===== src/rtl/muldiv_unit.sv =====
// rtl/muldiv_unit.sv - multi-cycle RV32M/RV64M multiply/divide unit
// Single outstanding op: pipelined multiply, restoring radix-2^DIV_BITS divide, flush abort.
module muldiv_unit #(
  parameter int XLEN       = 32,
  parameter int MUL_STAGES = 2,
  parameter int DIV_BITS   = 1
) (
  input  logic            clk,
  input  logic            rst,
  input  logic            flush,
  input  logic            in_valid,
  output logic            in_ready,
  input  logic [2:0]      op,
  input  logic [XLEN-1:0] src1,
  input  logic [XLEN-1:0] src2,
  output logic            out_valid,
  input  logic            out_ready,
  output logic [XLEN-1:0] out_result,
  output logic            busy
);

  localparam int NDIV = XLEN / DIV_BITS;
  localparam int CMAX = (NDIV > MUL_STAGES) ? NDIV : MUL_STAGES;
  localparam int CW   = $clog2(CMAX + 1);

  generate
    if ((XLEN % DIV_BITS) != 0 || MUL_STAGES < 1) begin : g_param_check
      $error("muldiv_unit: XLEN must be a multiple of DIV_BITS and MUL_STAGES >= 1");
    end
  endgenerate

  typedef enum logic [2:0] {S_IDLE, S_MUL, S_DIV, S_FIX, S_DONE} state_t;

  state_t              r_state;
  logic [CW-1:0]       r_cnt;
  logic [2*XLEN-1:0]   r_prod;
  logic                r_mul_hi;
  logic [XLEN-1:0]     r_rem;
  logic [XLEN-1:0]     r_quo;
  logic [XLEN-1:0]     r_dvs;
  logic                r_neg_q;
  logic                r_neg_r;
  logic                r_is_rem;
  logic                r_out_valid;
  logic [XLEN-1:0]     r_out_result;

  logic                w_accept;
  logic                w_sgn_div, w_neg1, w_neg2;
  logic [XLEN-1:0]     w_abs1, w_abs2, w_min;
  logic                w_div0, w_ovf, w_special;
  logic [XLEN-1:0]     w_special_res;
  logic                w_a_sgn, w_b_sgn;
  logic [2*XLEN-1:0]   w_a_wide, w_b_wide, w_prod;
  logic [XLEN-1:0]     w_st_rem, w_st_quo, w_st_dvs;
  logic [XLEN-1:0]     w_rem_n, w_quo_n;
  logic [XLEN:0]       w_sh, w_diff;
  logic [XLEN-1:0]     w_q_fix, w_r_fix;

  assign in_ready   = (r_state == S_IDLE);
  assign busy       = (r_state != S_IDLE);
  assign out_valid  = r_out_valid;
  assign out_result = r_out_result;

  assign w_accept  = in_valid && (r_state == S_IDLE) && !flush;

  // Signed divide ops are DIV (100) and REM (110).
  assign w_sgn_div = op[2] & ~op[0];
  assign w_neg1    = w_sgn_div & src1[XLEN-1];
  assign w_neg2    = w_sgn_div & src2[XLEN-1];
  assign w_abs1    = w_neg1 ? -src1 : src1;
  assign w_abs2    = w_neg2 ? -src2 : src2;
  assign w_min     = {1'b1, {(XLEN-1){1'b0}}};
  assign w_div0    = (src2 == '0);
  assign w_ovf     = w_sgn_div && (src1 == w_min) && (src2 == '1);
  assign w_special = w_div0 | w_ovf;
  assign w_special_res = w_div0 ? (op[1] ? src1 : '1) : (op[1] ? '0 : src1);

  // MULH: s x s, MULHSU: s x u, MUL/MULHU: u x u; low 2*XLEN bits of the
  // extended product are exact for every signedness combination.
  assign w_a_sgn  = op[0] ^ op[1];
  assign w_b_sgn  = op[0] & ~op[1];
  assign w_a_wide = {{XLEN{w_a_sgn & src1[XLEN-1]}}, src1};
  assign w_b_wide = {{XLEN{w_b_sgn & src2[XLEN-1]}}, src2};
  assign w_prod   = w_a_wide * w_b_wide;

  // The first divide step runs on the accept edge so the last one can hand off to FIX in time.
  assign w_st_rem = (r_state == S_IDLE) ? '0     : r_rem;
  assign w_st_quo = (r_state == S_IDLE) ? w_abs1 : r_quo;
  assign w_st_dvs = (r_state == S_IDLE) ? w_abs2 : r_dvs;

  always_comb begin
    w_rem_n = w_st_rem;
    w_quo_n = w_st_quo;
    w_sh    = '0;
    w_diff  = '0;
    for (int i = 0; i < DIV_BITS; i++) begin
      w_sh    = {w_rem_n, w_quo_n[XLEN-1]};
      w_quo_n = {w_quo_n[XLEN-2:0], 1'b0};
      w_diff  = w_sh - {1'b0, w_st_dvs};
      if (!w_diff[XLEN]) begin
        w_rem_n    = w_diff[XLEN-1:0];
        w_quo_n[0] = 1'b1;
      end else begin
        w_rem_n = w_sh[XLEN-1:0];
      end
    end
  end

  assign w_q_fix = r_neg_q ? -r_quo : r_quo;
  assign w_r_fix = r_neg_r ? -r_rem : r_rem;

  always_ff @(posedge clk) begin
    if (rst) begin
      r_state      <= S_IDLE;
      r_cnt        <= '0;
      r_prod       <= '0;
      r_mul_hi     <= 1'b0;
      r_rem        <= '0;
      r_quo        <= '0;
      r_dvs        <= '0;
      r_neg_q      <= 1'b0;
      r_neg_r      <= 1'b0;
      r_is_rem     <= 1'b0;
      r_out_valid  <= 1'b0;
      r_out_result <= '0;
    end else if (flush && r_state != S_IDLE) begin
      r_state      <= S_IDLE;
      r_out_valid  <= 1'b0;
      r_out_result <= '0;
    end else begin
      case (r_state)
        S_IDLE: begin
          if (w_accept) begin
            if (!op[2]) begin
              r_prod   <= w_prod;
              r_mul_hi <= (op[1:0] != 2'b00);
              if (MUL_STAGES == 1) begin
                r_state      <= S_DONE;
                r_out_valid  <= 1'b1;
                r_out_result <= (op[1:0] != 2'b00) ? w_prod[2*XLEN-1:XLEN] : w_prod[XLEN-1:0];
              end else begin
                r_state <= S_MUL;
                r_cnt   <= CW'(MUL_STAGES - 1);
              end
            end else if (w_special) begin
              r_state      <= S_DONE;
              r_out_valid  <= 1'b1;
              r_out_result <= w_special_res;
            end else begin
              r_state  <= S_DIV;
              r_rem    <= w_rem_n;
              r_quo    <= w_quo_n;
              r_dvs    <= w_abs2;
              r_neg_q  <= w_neg1 ^ w_neg2;
              r_neg_r  <= w_neg1;
              r_is_rem <= op[1];
              r_cnt    <= CW'(NDIV - 1);
            end
          end
        end
        S_MUL: begin
          if (r_cnt == CW'(1)) begin
            r_state      <= S_DONE;
            r_out_valid  <= 1'b1;
            r_out_result <= r_mul_hi ? r_prod[2*XLEN-1:XLEN] : r_prod[XLEN-1:0];
          end else begin
            r_cnt <= r_cnt - CW'(1);
          end
        end
        S_DIV: begin
          r_rem <= w_rem_n;
          r_quo <= w_quo_n;
          r_cnt <= r_cnt - CW'(1);
          if (r_cnt == CW'(1)) r_state <= S_FIX;
        end
        S_FIX: begin
          r_state      <= S_DONE;
          r_out_valid  <= 1'b1;
          r_out_result <= r_is_rem ? w_r_fix : w_q_fix;
        end
        S_DONE: begin
          if (out_ready) begin
            r_state      <= S_IDLE;
            r_out_valid  <= 1'b0;
            r_out_result <= '0;
          end
        end
        default: r_state <= S_IDLE;
      endcase
    end
  end

endmodule


===== config.mk =====
export PLATFORM = sky130hd
export DESIGN_NAME = muldiv_unit
export DESIGN_NICKNAME = d
export VERILOG_FILES = /design/src/rtl/muldiv_unit.sv
export SDC_FILE = /design/constraint.sdc
export NUM_CORES = 2
export LEC_CHECK = 0
export ABC_AREA = 1
export CELL_PAD_IN_SITES_DETAIL_PLACEMENT = 1
export CELL_PAD_IN_SITES_GLOBAL_PLACEMENT = 1
export CORE_MARGIN = 4
export CORE_UTILIZATION = 26
export CTS_BUF_LIST = sky130_fd_sc_hd__clkbuf_16
export CTS_CLUSTER_DIAMETER = 50
export DETAILED_ROUTE_END_ITERATION = 8
export PLACE_DENSITY = 0.47
export SLEW_MARGIN = 20
export SYNTH_ARGS = -nofsm -noshare
export SYNTH_HDL_FRONTEND = slang
export SYNTH_SLANG_ARGS = --single-unit

===== constraint.sdc =====
create_clock -name clk -period 16.95 [get_ports clk]
set_input_delay 2.5425 -clock clk [delete_from_list [all_inputs] [get_ports clk]]
set_output_delay 2.5425 -clock clk [all_outputs]
set_load 0.1 [all_outputs]

==> impl_metrics.csv <==
group,metric,value,unit
outcome,status,"completed",
logic_synthesis,synth_fa_ha_area_share,45.5,%
drt,drcViolationCount,0,
logic_synthesis,synth_top_family_by_area,"adder cells",
logic_synthesis,synth-edff-count,0,
clock_tree,numCtsBuffers,44,
min_path,holdPathStages,2,
timing,fin_skew,0.0357,ns
logic_synthesis,netlist_instances,7892,
global_routing,antenna_found_initial,7,
timing,finalMaxSlewViolations,0,
timing,finalCritPeriodShare,74.1,%
clock_tree,cts.path.max_buffers,3,
worst_setup_path,cp_slowest_cell,"fa_1",
clock_tree,cts_setup_buffers,0,
cells_and_area,syn2layout_area_growth,8.92,%
logic_synthesis,synth.area.mux_share,0.0886,%
global_routing,grt_max_degree,82,
clock_tree,clk_latency,0.61,ns
cells_and_area,nets,9212,
logic_synthesis,yosysWarnings,0,
min_path,hold_path_class,"flip-flop to flip-flop",
logic_synthesis,async_reset_ff_share,0,%
timing,timing.slew.headroom,23.7,%
placed_design,gp_congestion,0.889,
worst_setup_path,path_max_fanout,44,
clock_tree,cts_root_buffer,"clkbuf_16",
logic_synthesis,syn_area_per_cell,7.16,µm²
timing,period_needed,12.56,ns
logic_synthesis,synth.distinct_cells,56,
worst_setup_path,crit_path_end_kind,"flip-flop",
timing,setup_viol,0,
logic_synthesis,yosysSeqAreaShare,7.30,%
placed_design,port_buffers,106,
die,die_w,474,µm
logic_synthesis,synthFlopType,"dfxtp_1",
worst_setup_path,required,17.46,ns
global_routing,grtUsageTotal,23.9,%
die,row_count,170,
worst_setup_path,reg2reg_depth,19,
clock_tree,cts_tree,"yes",
global_routing,busiest_layer,"met2",
global_routing,grtUsageMet3,1.58,%
clock_tree,h-tree-depth,2,
worst_setup_path,slowest_delay,1.16,ns
global_routing,grtUsageMet1,31.6,%
logic_synthesis,synthesis.area,56500,µm²
global_routing,grt-ovfl-total,0,
global_routing,grt_pass1_wl,393000,µm
global_routing,grt_use_met2,42.0,%
die,io_pins,107,
die,dieArea,225000,µm²
logic_synthesis,synth_fp_nets,9343,
drt,wl_per_cell,25.0,µm
placed_design,hpwlAfterDp,214000,µm
clock_tree,cts_hold_buf,0,
timing,max_freq,79.6,MHz
cells_and_area,drive_gt1_share,4.18,%
drt,viasPerCell,4.74,
logic_synthesis,synthXorXnorAreaFrac,1.26,%
clock_tree,cts.repair.resized,0,
drt,routed_wl,266000,µm
drt,vias,50400,
worst_setup_path,cp.arrival,13.07,ns
logic_synthesis,yosys.area_share.simple,22.5,%
die,start_util,26.2,%
die,core,215000,µm²
timing,worst_pin_slew,1.13,ns
drt,ant_nets,0,
die,fp.dieH,474,µm
timing,tns,0,ns
clock_tree,clk_pin_slew,0.06,ns
drt,first_iter_violations,2749,
logic_synthesis,ys_ff_latch,206,
cells_and_area,n_fill_cell,26500,
worst_setup_path,path_class,"primary input to flip-flop",
clock_tree,cts.sinks,206,
worst_setup_path,worst_setup_path_start_kind,"primary input",
global_routing,grt_pass1_vias,55500,
timing,hold_viol,0,
timing,rsz0062_at_grt,"no",
logic_synthesis,synth_compound_area_share,7.43,%
worst_setup_path,critPathMostFrequentCell,"fa_1",
run,max_cap_viol_count,0,
drt,drt_pre_antenna_iters,6,
## synth_stat cells, types with 5 or more instances
master | instances | area, µm²
a31oi_1 | 7 | 43.8
buf_1 | 115 | 432
or2_2 | 9 | 56.3
mux2i_1 | 5 | 50.1
nor4_1 | 8 | 50.1
buf_4 | 16 | 120
xnor2_1 | 24 | 210
nand2_1 | 1995 | 7490
o21a_1 | 36 | 270
o21bai_1 | 20 | 150
a21o_1 | 8 | 60.1
nor2_1 | 641 | 2410
nor2_2 | 8 | 50.1
inv_2 | 21 | 78.8
o21ai_0 | 323 | 1620
o21ai_1 | 16 | 80.1
a211oi_1 | 8 | 60.1
dfxtp_1 | 206 | 4120
nand3b_1 | 19 | 143
nor3_1 | 50 | 250
nand2_2 | 5 | 31.3
nand3_1 | 290 | 1450
nand4_1 | 77 | 482
buf_2 | 61 | 305
inv_1 | 1920 | 7210
buf_6 | 7 | 78.8
o211ai_1 | 53 | 398
fa_1 | 1126 | 22500
clkbuf_1 | 194 | 728
xor2_1 | 57 | 499
ha_1 | 253 | 3170
o22ai_1 | 6 | 37.5
a21oi_1 | 259 | 1300
nor2_4 | 7 | 78.8
## layout by cell type, fill, tap and decap left out, types with 9 or more instances in the layout
cell,netlist,final
nor2_1,641,639
inv_2,21,21
nand2_1,1995,1995
nand3b_1,19,19
o211ai_1,53,53
ha_1,253,253
o21ai_0,323,322
a21oi_1,259,259
nand4_1,77,77
clkbuf_16,0,45
fa_1,1126,1126
buf_4,16,113
o21ai_1,16,17
clkdlybuf4s50_1,0,41
nor2_2,8,9
buf_2,61,61
o21a_1,36,36
nor3_1,50,50
nand3_1,290,290
inv_1,1920,1921
or2_2,9,9
o21bai_1,20,20
xor2_1,57,57
dfxtp_1,206,206
xnor2_1,24,24
## worst max-delay path: cells and delay by family
kind            cells  cell delay, ns
simple gates        8            1.64
fa+ha+maj          10            5.86
buf+inv             8            2.17
compound gates      3            0.79
## kinds of logic after synthesis
family | Yosys count
buffers and inverters | 2339
flip-flops | 206
AO/OA/AOI/OAI | 757
AND/OR/NAND/NOR | 3125
multiplexers | 5
adder cells (fa/ha/maj) | 1379
XOR/XNOR | 81
## registers in the layout, summed over array words and instances, names as in the netlist
register	flops
r_mul_hi	1
r_prod	64
r_state	3
r_neg_r	1
r_neg_q	1
r_is_rem	1
r_cnt	6
out_result	32
r_rem	32
r_dvs	32
r_quo	32
out_valid	1
## layout make-up
type | count | area (µm²) | area share [%]
multi-input combinational | 5347 | 43400 | 70.5
inverter | 1946 | 7310 | 11.9
sequential | 206 | 4120 | 6.71
tap | 2838 | 3550 | 5.77
timing repair buffer | 216 | 1580 | 2.58
clock buffer | 45 | 1130 | 1.83
clock inverter | 35 | 419 | 0.682
antenna | 2 | 5.00 | 0.00814
## per-layer routing
metal | routed length, µm | vias up
met5 | 13 | -
met4 | 9140 | 2
met3 | 7570 | 251
met2 | 131000 | 844
met1 | 119000 | 26500
li1 | - | 22900
## path summary, 6_finish.rpt
path / from / endpoint / slack (ns)
worst min register to register: r_dvs[10]$_SDFFE_PP0P_ / r_dvs[10]$_SDFFE_PP0P_ / 0.45
worst max register to register: r_state[2]$_SDFFE_PP0P_ / r_rem[1]$_SDFFE_PP0P_ / 11.08
worst min-delay path: r_dvs[10]$_SDFFE_PP0P_ / r_dvs[10]$_SDFFE_PP0P_ / 0.45
worst max-delay path: op[1] / r_prod[59]$_SDFFE_PP0P_ / 4.39
## metrics by stage
step / util, % / instance area [µm²] / hold slack (ns) / setup WS, ns / instances
after CTS: 28.6 / 61500 / 0.458 / 4.38 / 10600
after global placement: 27.9 / 60000 / 0.438 / 3.99 / 10600
after global routing: 28.6 / 61500 / 0.484 / 3.76 / 10600
after floorplan: - / 56500 / 0.424 / 6.52 / 7892
final: 28.6 / 61500 / 0.453 / 4.39 / 10600
after detailed placement: 27.9 / 60000 / 0.449 / 3.77 / 10600
Power is not shown: default switching activity piles up to over one toggle a cycle in this logic, so the estimate is an artifact.
